File: src/rtl/mips_pkg.sv
// Shared MIPS constants and fetch-state encoding for the fetch/decode front end.
package mips_pkg;

  localparam logic [5:0] OP_RTYPE = 6'h00;
  localparam logic [5:0] OP_J     = 6'h02;
  localparam logic [5:0] OP_BEQ   = 6'h04;
  localparam logic [5:0] OP_BNE   = 6'h05;

  localparam int OPCODE_HI = 31;
  localparam int OPCODE_LO = 26;
  localparam int FUNC_HI   = 5;
  localparam int FUNC_LO   = 0;
  localparam int IMM_HI    = 15;
  localparam int IMM_LO    = 0;
  localparam int TARGET_HI = 25;
  localparam int TARGET_LO = 0;

  typedef enum logic [1:0] {
    ST_IDLE = 2'd0,
    ST_REQ  = 2'd1,
    ST_WAIT = 2'd2,
    ST_FULL = 2'd3
  } fetch_state_e;

endpackage

File: src/rtl/next_pc_calc.sv
// Next-PC selection: jump target over branch target over sequential pc+4.
module next_pc_calc
  import mips_pkg::*;
#(
  parameter int ADDR_W = 32
) (
  input  logic [ADDR_W-1:0] pc_plus4,
  input  logic [31:0]       instr,
  input  logic              pc_src,
  input  logic              jump,
  output logic [ADDR_W-1:0] next_pc
);

  logic [ADDR_W-1:0] br_off;
  logic [ADDR_W-1:0] jmp_tgt;
  logic              unused_opcode;

  // Word offset sign-extended and scaled by 4; the add wraps naturally at ADDR_W bits.
  assign br_off  = {{(ADDR_W-18){instr[IMM_HI]}}, instr[IMM_HI:IMM_LO], 2'b00};
  assign jmp_tgt = {pc_plus4[ADDR_W-1:28], instr[TARGET_HI:TARGET_LO], 2'b00};
  assign unused_opcode = ^instr[OPCODE_HI:OPCODE_LO];

  always_comb begin
    next_pc = pc_plus4;
    if (jump) begin
      next_pc = jmp_tgt;
    end else if (pc_src) begin
      next_pc = pc_plus4 + br_off;
    end
  end

endmodule

File: src/rtl/fetch_unit.sv
// Instruction fetch stage: one outstanding imem fetch, holds the instruction until decode accepts it.
// Optional FETCH_STATS_EN adds fetch_count / redirect_count outputs.
//
// state   | meaning
// IDLE    | no fetch in flight; waits for halt=0
// REQ     | request presented at pc, held until imem accepts
// WAIT    | request accepted, waiting for the single response
// FULL    | instr holds a word for decode; accept picks next pc
module fetch_unit
  import mips_pkg::*;
#(
  parameter logic [31:0] RESET_PC = 32'h0000_0000,
  parameter int          ADDR_W   = 32
) (
  input  logic              clk,
  input  logic              rst_n,
  input  logic              halt,
  output logic              imem_req_valid,
  input  logic              imem_req_ready,
  output logic [ADDR_W-1:0] imem_addr,
  input  logic              imem_rsp_valid,
  input  logic [31:0]       imem_rsp_data,
  output logic              instr_valid,
  input  logic              instr_ready,
  output logic [31:0]       instr,
  output logic [5:0]        opcode,
  output logic [5:0]        func,
  output logic [ADDR_W-1:0] pc_out,
  output logic [ADDR_W-1:0] pc_plus4,
  input  logic              pc_src,
  input  logic              jump
`ifdef FETCH_STATS_EN
  ,
  output logic [31:0]       fetch_count,
  output logic [31:0]       redirect_count
`endif
);

  localparam logic [ADDR_W-1:0] RST_PC = RESET_PC[ADDR_W-1:0];

  fetch_state_e      state, state_nxt;
  logic [ADDR_W-1:0] pc;
  logic [ADDR_W-1:0] next_pc;
  logic              capture;
  logic              accept;

  next_pc_calc #(.ADDR_W(ADDR_W)) u_next_pc (
    .pc_plus4 (pc_plus4),
    .instr    (instr),
    .pc_src   (pc_src),
    .jump     (jump),
    .next_pc  (next_pc)
  );

  always_comb begin
    state_nxt      = state;
    imem_req_valid = 1'b0;
    instr_valid    = 1'b0;
    capture        = 1'b0;
    accept         = 1'b0;
    case (state)
      ST_IDLE: begin
        if (!halt) state_nxt = ST_REQ;
      end
      ST_REQ: begin
        // halt is deliberately not looked at here: a presented request must complete
        imem_req_valid = 1'b1;
        if (imem_req_ready) state_nxt = ST_WAIT;
      end
      ST_WAIT: begin
        if (imem_rsp_valid) begin
          capture   = 1'b1;
          state_nxt = ST_FULL;
        end
      end
      ST_FULL: begin
        instr_valid = 1'b1;
        if (instr_ready) begin
          accept    = 1'b1;
          state_nxt = halt ? ST_IDLE : ST_REQ;
        end
      end
      default: state_nxt = ST_IDLE;
    endcase
  end

  always_ff @(posedge clk or negedge rst_n) begin
    if (!rst_n) begin
      state  <= ST_IDLE;
      pc     <= RST_PC;
      pc_out <= RST_PC;
      instr  <= 32'h0;
    end else begin
      state <= state_nxt;
      if (capture) begin
        instr  <= imem_rsp_data;
        pc_out <= pc;
      end
      if (accept) pc <= next_pc;
    end
  end

  assign imem_addr = pc;
  assign pc_plus4  = pc_out + ADDR_W'(4);
  assign opcode    = instr[OPCODE_HI:OPCODE_LO];
  assign func      = instr[FUNC_HI:FUNC_LO];

`ifdef FETCH_STATS_EN
  always_ff @(posedge clk or negedge rst_n) begin
    if (!rst_n) begin
      fetch_count    <= 32'h0;
      redirect_count <= 32'h0;
    end else if (accept) begin
      fetch_count <= fetch_count + 32'h1;
      if (jump || pc_src) redirect_count <= redirect_count + 32'h1;
    end
  end
`endif

endmodule

File: config.mk
export PLATFORM = sky130hd
export DESIGN_NAME = fetch_unit
export DESIGN_NICKNAME = d
export VERILOG_FILES = /design/src/rtl/mips_pkg.sv /design/src/rtl/next_pc_calc.sv /design/src/rtl/fetch_unit.sv
export SDC_FILE = /design/constraint.sdc
export NUM_CORES = 1
export LEC_CHECK = 0
export BUFFER_PORTS_ARGS = -buffer_cell sky130_fd_sc_hd__clkbuf_2
export CORE_MARGIN = 8
export CORE_UTILIZATION = 30
export DETAILED_ROUTE_END_ITERATION = 7
export PLACE_DENSITY = 0.49
export SLEW_MARGIN = 20
export SYNTH_ARGS = -nofsm -noshare
export SYNTH_HDL_FRONTEND = slang
export SYNTH_HIERARCHICAL = 1
export SYNTH_SLANG_ARGS = --single-unit
File: constraint.sdc
create_clock -name clk -period 6.35 [get_ports clk]
set_input_delay 0.635 -clock clk [delete_from_list [all_inputs] [get_ports clk]]
set_output_delay 0.635 -clock clk [all_outputs]
set_load 0.1 [all_outputs]
# == Word-level counts from Yosys, hierarchy flattened ==
# Cells that the tools add are included.
# classes
add_sub_neg,2
div_mod_pow,0
magnitude_cmp,0
n_mul,0
bitwise,0
eq_ne,7
reduce_logical,2
mux,14
n_shift,0
# ops
cell,count
2-to-1 mux 32 bit,2
adder 32 x 3 -> 32 bit (second input constant),1
adder 32 bit,1
2-to-1 mux 2 bit,4
!= test 2 bit (second input constant),4
case mux 2 bit (4 select lines),1
2-to-1 mux 1 bit,7
equality test 2 bit (second input constant),2
AND reduction 4 bit,1
equality test 2 x 1 -> 1 bit (second input constant),1
logical NOT 2 bit,1
# word_totals
input_bits,40
mem_count,0
word_cells,29
latchBits,0
ramBits,0
regBits,98
mem_bits_ro,0
out_inout_bits,142

# == Longest topological paths before layout ==
# Gate-level depths: netlist (run 1).
# logic_depth
depth_word,4
mapped_depth,15
ltp_nobuf,14

# == Modules after synthesis ==
# The synthesis (run 1) kept the hierarchy.
# modules_own_cells
mod,n_inst,cells_each,area_per_inst_um2,seq_area_each_um2
fetch_unit,1,316,4396.7,2452.4
next_pc_calc,1,337,2304.7,0.0

# == Worst setup path before layout (run 1) ==
# OpenSTA, ideal clock, no wires.
# synth_path
kind,register to register
start,register pc_out[2]
end,"register pc[31], in the netlist imem_addr[31]"
required_ns,6.224
arrival_ns,5.984
n_path_buf,1
setup_time_ns,0.126
period_less_slack_ns,6.110
setup_slack_ns,0.240
stages_incl_launch_ff,16
path_cell_list,dfrtp_1 ha_1 nand4_1 nor4_4 nand3_1 xnor2_1 ha_1 clkbuf_1 a31o_2 a211oi_1 o21ai_1 a21oi_1 nor3b_1 a2111oi_4 xnor2_1 mux2_2
# synth_between
elab_chain_cells,4
# synth_rtl
item,line_no,rtl
"start, declared",fetch_unit.sv:28,"output logic [ADDR_W-1:0] pc_out,"
"start signal, assigned",fetch_unit.sv:97,pc_out <= pc;
adder 32 x 3 -> 32 bit,fetch_unit.sv:104,assign pc_plus4 = pc_out + ADDR_W'(4);
named net pc_plus4[26],fetch_unit.sv:29,"output logic [ADDR_W-1:0] pc_plus4,"
adder 32 bit,next_pc_calc.sv:28,next_pc = pc_plus4 + br_off;
2-to-1 mux 32 bit,next_pc_calc.sv:27,end else if (pc_src) begin
2-to-1 mux 32 bit,next_pc_calc.sv:25,if (jump) begin
named net next_pc[31],fetch_unit.sv:43,logic [ADDR_W-1:0] next_pc;
"end signal, assigned",fetch_unit.sv:99,if (accept) pc <= next_pc;
"end, declared",fetch_unit.sv:42,logic [ADDR_W-1:0] pc;
# The timed path passes the listed nets, and every way through them passes these cells.
# A chain may end at the register's enable or synchronous reset.

# == Final worst setup path (run 1) ==
# layout_path
start,register pc_out[2]
end,"register pc[27], in the netlist imem_addr[27]"
# layout_between
elab_chain_cells,4
# layout_rtl
item,line_no
adder 32 x 3 -> 32 bit *,fetch_unit.sv:104
adder 32 bit,next_pc_calc.sv:28
2-to-1 mux 32 bit *,next_pc_calc.sv:27
2-to-1 mux 32 bit *,next_pc_calc.sv:25
named net next_pc[27],fetch_unit.sv:43
# The timed path passes the listed nets; every way through them passes the cells marked *.

==> results of run 1 <==
[metal layers]
| layer | GRT usage (%) | part of all wire [%] | vias to the layer above |
|---|---|---|---|
| met5 | 0 | 0 | - |
| met1 | 20.9 | 46 | 2771 |
| met2 | 24.6 | 46 | 148 |
| li1 | - | - | 2707 |
| met3 | 3.82 | 5.5 | 27 |
| met4 | 5.32 | 2.1 | 0 |
[registers in the layout, summed over array words and instances (netlist names)]
name,flops
instr,32
pc_out,32
state,2
imem_addr,32
[cell usage after synthesis, drive strengths merged, types with 4 or more instances]
master,number
a211oi,8
a21o,13
a21oi,35
a22oi,11
a31oi,5
and3,10
buf,19
clkbuf,22
dfrtp,98
ha,35
inv,14
mux2,97
mux2i,9
nand2,45
nand2b,5
nand3,21
nand4,16
nor2,25
nor2b,10
nor3,7
nor4,4
o21a,7
o21ai,39
o31ai,7
xnor2,36
xor2,12
[cells in the final DEF, fill, tap and decap left out, types with 13 or more instances in the layout]
| cell type | Yosys | routed |
|---|---|---|
| sky130_fd_sc_hd__a21o_1 | 13 | 13 |
| sky130_fd_sc_hd__a21oi_1 | 35 | 35 |
| sky130_fd_sc_hd__clkbuf_2 | 0 | 180 |
| sky130_fd_sc_hd__dfrtp_1 | 98 | 98 |
| sky130_fd_sc_hd__ha_1 | 35 | 35 |
| sky130_fd_sc_hd__inv_1 | 13 | 13 |
| sky130_fd_sc_hd__mux2_2 | 97 | 97 |
| sky130_fd_sc_hd__nand2_1 | 45 | 44 |
| sky130_fd_sc_hd__nand3_1 | 21 | 21 |
| sky130_fd_sc_hd__nand4_1 | 14 | 14 |
| sky130_fd_sc_hd__nor2_1 | 25 | 25 |
| sky130_fd_sc_hd__o21ai_0 | 29 | 29 |
| sky130_fd_sc_hd__xnor2_1 | 36 | 36 |
[worst max-delay path by stage]
stage / to / slack [ps] / depth (start not counted)
finish: imem_addr[27]$_DFFE_PN0P_ / 1970 / 14
global route: imem_addr[27]$_DFFE_PN0P_ / 1440 / 14
CTS: imem_addr[27]$_DFFE_PN0P_ / 1920 / 14
detailed placement: imem_addr[27]$_DFFE_PN0P_ / 1960 / 14
global placement: imem_addr[27]$_DFFE_PN0P_ / 2220 / 14
floorplan: imem_addr[31]$_DFFE_PN0P_ / 240 / 15
[through the flow]
step                hold slack, ps  std cells  setup WS [ps]  cell area (µm²)
finish                         282       1093           1970             8070
global route                   318       1093           1440             8070
CTS                            297       1093           1920             8070
detailed placement             515       1077           1960             7790
global placement               510       1077           2220             7790
floorplan                      339        653            240             6700
[kinds of logic after synthesis]
kind of cell             synth area share [%]
XOR/XNOR                                 6.27
buffers and inverters                    3.88
AND/OR/NAND/NOR                          13.5
multiplexers                             17.6
AO/OA/AOI/OAI                            15.3
adder cells (fa/ha/maj)                  6.83
flip-flops                               36.6
[critical path: cells and delay by family (launching register included)]
family | cells | cell delay [ps]
mux | 1 | 260
xor+xnor | 1 | 300
compound gates | 4 | 1160
fa+ha+maj | 2 | 640
flops | 1 | 450
simple gates | 6 | 1440
[final cells by class]
cell class | count | area [µm²]
timing repair buffer | 185 | 938
tap | 280 | 350
clock inverter | 7 | 50.0
inverter | 14 | 52.6
clock buffer | 9 | 225
sequential | 98 | 2450
fill | 2282 | 13800
multi-input combinational | 500 | 4000
==> summary.md, run 1 <==
| Metric | Value |
|---|---|
| R2R Path End | `imem_addr[27]$_DFFE_PN0P_` |
| Worst Path Max Fanout | `8` |
| Total via count in the routed design | `between 5000 and 6000` |
| First-pass GRT wire length | `about 33000 µm` |
| Number of top-level design ports | `182` |
| Maximum number of pins on one net before global-route repair | `between 60 and 70` |
| CTS H-tree lvls | `3` |
| Unrepaired setup endpoints after global routing | `no` |
| Average via count per standard cell | `5.17` |
| Worst setup EP type | `flop` |
| Post-CTS repair timing setup buffer count | `0` |
| Initial Utilization | `between 30% and 40%` |
| Total gr overflow | `0` |
| Overall die area | `around 27000 µm²` |
| Drt wl/cell | `~20 µm` |
| Cells after synthesis | `653` |
| GP Congestion | `between 0.8 and 0.9` |
| Req. time, crit path | `6590 ps` |
| Transition time at the pin with the least slew margin | `between 900 and 1000 ps` |
| Layout cell share with drive strength beyond 1 | `between 30% and 40%` |
| Worst R2R Start | `pc_out[2]$_DFFE_PN0P_` |
| Number of buffer cells added on primary ports | `181` |
| Number of remaining DRC errors | `0` |
| Share of the cycle needed by the critical path after routing | `slightly below 70%` |
| Setup clock skew after layout | `5.94 ps` |
| Yosys top cell area share | `36.6%` |
| Syn Std Cell Area | `about 6700 µm²` |
| Total clock sinks | `98` |
| Worst-skew pair later-pin latency | `roughly 350 ps` |
| Net Count, Synth | `about 730` |
| CTS-repair resized insts | `0` |
| Number of max-slew violations in the final report | `0` |
| Async set-or-reset flop fraction in the synthesized netlist | `100%` |
| Number of buffers added by the clock tree synthesis step | `9` |
| Reg2reg setup slack | `just under 2000 ps` |
| Core area | `21900 µm²` |
| Yosys warnings | `6` |
| Largest area contributor in the netlist | `sky130_fd_sc_hd__dfrtp_1` |
| Crit path from | `pc_out[2]$_DFFE_PN0P_` |
| CP max stage delay | `around 600 ps` |
| End-of-flow core utilization | `between 30% and 40%` |
| Sum of negative setup slack | `0 ps` |
| Antenna violations before repair | `0` |
| Cell variety after synth | `70` |
| FF+latch count, synth | `98` |
| Detailed-routing iteration count for the pre-antenna-repair pass | `4` |
| Worst R2R Path Depth | `14` |
| Area added between synthesis and finish | `20.4%` |
| Aggregate global-route resource usage | `about 16%` |
| Kind of critical path | `flop to flop` |
| Fmax | `229 MHz` |
| CP arrival | `about 4600 ps` |
| Hold Fails Final Rpt | `0` |
| Most instantiated flip-flop cell in the synthesis netlist | `sky130_fd_sc_hd__dfrtp_1` |
| Post-synth EDFFs | `0` |
| CP cell instances | `ha_1, nand4_1, nor4_4, nand3_1, xnor2_1, ha_1, a21oi_1, o21ai_1, nor3_1, a211oi_2, o41ai_1, or4b_1, nand3_1, mux2_2` |
| Clock slew at the register clock pins of the worst setup and hold paths | `approximately 70 ps` |
| Number of max-cap violations | `0` |
| Drt first-iter violations | `between 200 and 300` |
| Total routed wirelength | `roughly 21000 µm` |
| Die Width | `~170 µm` |
| Clk root buf | `sky130_fd_sc_hd__clkbuf_16` |
| Sequential fraction of the synthesis area | `between 30% and 40%` |
| Slowest cell on crit path | `sky130_fd_sc_hd__o41ai_1` |
| Net total in the final layout | `884` |
| DP Wirelength | `between 15000 and 20000 µm` |
| Count of hold-fix buffers inserted at cts | `0` |
| Status | `completed` |
| Via count of the first global-routing pass | `around 5800` |
| Clock tree from TritonCTS | `done` |
| Number of nets with antenna violations after routing | `0` |
| Vert. Die Dim | `between 150 and 200 µm` |
| Number of rows in the core area | `54` |
| Setup violation total in the final timing report | `0` |
| Class of the tightest hold or removal check | `input port to asynchronous set/reset pin` |
| Antenna cell count | `0` |
| Clock period minus final worst setup slack | `~4400 ps` |
| Rel. slew slack | `about a third` |
| Type of element launching the critical path | `flop` |
| Leading post-synthesis cells by cell area | `sky130_fd_sc_hd__dfrtp_1, sky130_fd_sc_hd__mux2_2, sky130_fd_sc_hd__ha_1, sky130_fd_sc_hd__xnor2_1, sky130_fd_sc_hd__a21oi_1` |
| Synthesized area per cell | `~10 µm²` |
| Clock buffer depth | `2` |
Power of run 1 is left out: the tool's default activity adds up to more than one toggle a clock period on the data nets, which glitch-free logic cannot reach.
==> inputs of run 2 (changes only) <==
==> constraint.sdc (replaced) <==
create_clock -name clk -period 4.4 [get_ports clk]
set_input_delay 0.44 -clock clk [delete_from_list [all_inputs] [get_ports clk]]
set_output_delay 0.44 -clock clk [all_outputs]
set_load 0.1 [all_outputs]
==> summary.md, run 2 (synthesized netlist as in run 1, its figures left out) <==
| Metric | Value |
|---|---|
| Worst Path Max Fanout | `6 (-2)` |
| Antenna violations before repair | `0 (unchanged)` |
| CTS-repair resized insts | `0 (unchanged)` |
| Total via count in the routed design | `5629 (-0.42%)` |
| Status | `completed` |
| Area added between synthesis and finish | `27.7%` |
| Net total in the final layout | `887 (+0.34%)` |
| Clock slew at the register clock pins of the worst setup and hold paths | `80 ps (about the same)` |
| Number of nets with antenna violations after routing | `0 (unchanged)` |
| Rel. slew slack | `37.6% (+2.8 points)` |
| Maximum number of pins on one net before global-route repair | `66 (+1.5%)` |
| Number of max-cap violations | `0 (unchanged)` |
| Share of the cycle needed by the critical path after routing | `91.1% (+22 points)` |
| Total gr overflow | `0 (unchanged)` |
| Drt first-iter violations | `259 (+3.6%)` |
| Die Width | `165 µm (unchanged)` |
| Drt wl/cell | `19.5 µm (-0.56%)` |
| Number of rows in the core area | `54 (unchanged)` |
| Setup clock skew after layout | `10.2 ps (+4.24 ps)` |
| Post-Layout Cell Count | `1097 (+0.37%)` |
| Req. time, crit path | `4640 ps (-1950 ps)` |
| Filler cell count | `2226 (-2.5%)` |
| DP Wirelength | `16300 µm (-0.58%)` |
| Clk root buf | `sky130_fd_sc_hd__clkbuf_16` |
| Setup violation total in the final timing report | `0 (unchanged)` |
| Unrepaired setup endpoints after global routing | `no` |
| Clock tree from TritonCTS | `done` |
| First-pass GRT wire length | `34100 µm (+2.1%)` |
| Overall die area | `27400 µm² (unchanged)` |
| Total routed wirelength | `21400 µm (-0.20%)` |
| Detailed-routing iteration count for the pre-antenna-repair pass | `5 (+1)` |
| GP Congestion | `0.817 (+1.9%)` |
| Fmax | `250 MHz (+9.2%)` |
| Average via count per standard cell | `5.13 (-0.79%)` |
| Crit path from | `pc_out[8]$_DFFE_PN0P_` |
| Clock period minus final worst setup slack | `4010 ps (-369 ps)` |
| Total clock sinks | `98 (unchanged)` |
| Reg2reg setup slack | `390 ps (-1580 ps)` |
| Layout cell share with drive strength beyond 1 | `45.6% (+6.5 points)` |
| Core area | `21900 µm² (unchanged)` |
| Transition time at the pin with the least slew margin | `932 ps (-46.0 ps)` |
| Via count of the first global-routing pass | `5855 (+1.5%)` |
| Initial Utilization | `30.6% (unchanged)` |
| Worst R2R Start | `pc_out[8]$_DFFE_PN0P_` |
| Worst setup EP type | `flop` |
| Total placed cells including tap cells | `1080 (+0.28%)` |
| Count of hold-fix buffers inserted at cts | `0 (unchanged)` |
| Aggregate global-route resource usage | `16.0% (+0.25 points)` |
| Number of buffer cells added on primary ports | `181 (unchanged)` |
| Vert. Die Dim | `165 µm (unchanged)` |
| Top library cells by usage in the layout, fill and taps aside | `sky130_fd_sc_hd__clkbuf_2, sky130_fd_sc_hd__mux2_2, sky130_fd_sc_hd__dfrtp_1` |
| Hold Fails Final Rpt | `0 (unchanged)` |
| Type of element launching the critical path | `flop` |
| Kind of critical path | `flop to flop` |
| Most common library cell in the layout ignoring fill and taps | `sky130_fd_sc_hd__clkbuf_2` |
| Number of buffers added by the clock tree synthesis step | `9 (unchanged)` |
| Worst-skew pair later-pin latency | `360 ps (about the same)` |
| CP arrival | `4250 ps (-360 ps)` |
| CTS H-tree lvls | `3 (unchanged)` |
| Number of top-level design ports | `182 (unchanged)` |
| Post-CTS repair timing setup buffer count | `0 (unchanged)` |
| Class of the tightest hold or removal check | `input port to asynchronous set/reset pin` |
| Number of remaining DRC errors | `0 (unchanged)` |
| Clock buffer depth | `2 (unchanged)` |
| Number of max-slew violations in the final report | `0 (unchanged)` |
[run 2: final cells by class]
class | instances | area [µm²] | share of cell area (%)
Multi-Input combinational cell | 500 | 4400 | 51.4
Antenna cell | 1 | 2.50 | 0.0293
Clock inverter | 6 | 47.5 | 0.556
Tap cell | 280 | 350 | 4.10
Sequential cell | 98 | 2510 | 29.4
Clock buffer | 10 | 229 | 2.68
Inverter | 14 | 52.6 | 0.614
Timing Repair Buffer | 188 | 961 | 11.2
[run 2: per-stage QoR]
step | setup TNS [ps] | setup slack [ps] | utilization [%] | hold slack [ps] | area, µm²
floorplan | -87.6 | -34.2 | - | 144 | 7160
global placement | 0 | 422 | 37.8 | 514 | 8280
detailed placement | 0 | 375 | 37.8 | 520 | 8280
CTS | 0 | 362 | 39.1 | 230 | 8550
global route | 0 | 47.6 | 39.1 | 252 | 8550
finish | 0 | 394 | 39.1 | 170 | 8550
[run 2: final timing paths]
kind	end	depth (start not counted)
hold reg to reg	pc_out[21]$_DFFE_PN0P_	1
hold / removal	imem_addr[3]$_DFFE_PN0P_	1
setup reg to reg	imem_addr[23]$_DFFE_PN0P_	13
min in group clk	instr[7]$_DFFE_PN0P_	2
setup / recovery	imem_addr[23]$_DFFE_PN0P_	13
max in group asynchronous	pc_out[14]$_DFFE_PN0P_	2
[run 2: per-layer routing]
metal,wire length (µm),vias to the layer above,GRT usage (%)
met3,1240,16,3.77
li1,-,2712,-
met2,9850,151,25.1
met1,10100,2750,21.7
met4,214,0,3.90
met5,0,-,0
[run 2: worst max-delay path, stage by stage (launching register included)]
cell and delay (ps):
sky130_fd_sc_hd__dfrtp_4 480, sky130_fd_sc_hd__nand3_1 190, sky130_fd_sc_hd__or3_1 520, sky130_fd_sc_hd__nor2_1 310
sky130_fd_sc_hd__xor2_4 210, sky130_fd_sc_hd__ha_1 320, sky130_fd_sc_hd__a21oi_1 290, sky130_fd_sc_hd__o21ai_0 130
sky130_fd_sc_hd__a21o_1 220, sky130_fd_sc_hd__o2111a_2 160, sky130_fd_sc_hd__nor3b_1 350, sky130_fd_sc_hd__xor2_1 240
sky130_fd_sc_hd__o21ai_0 130, sky130_fd_sc_hd__mux2_2 300
Power of run 2 is left out for the same reason.
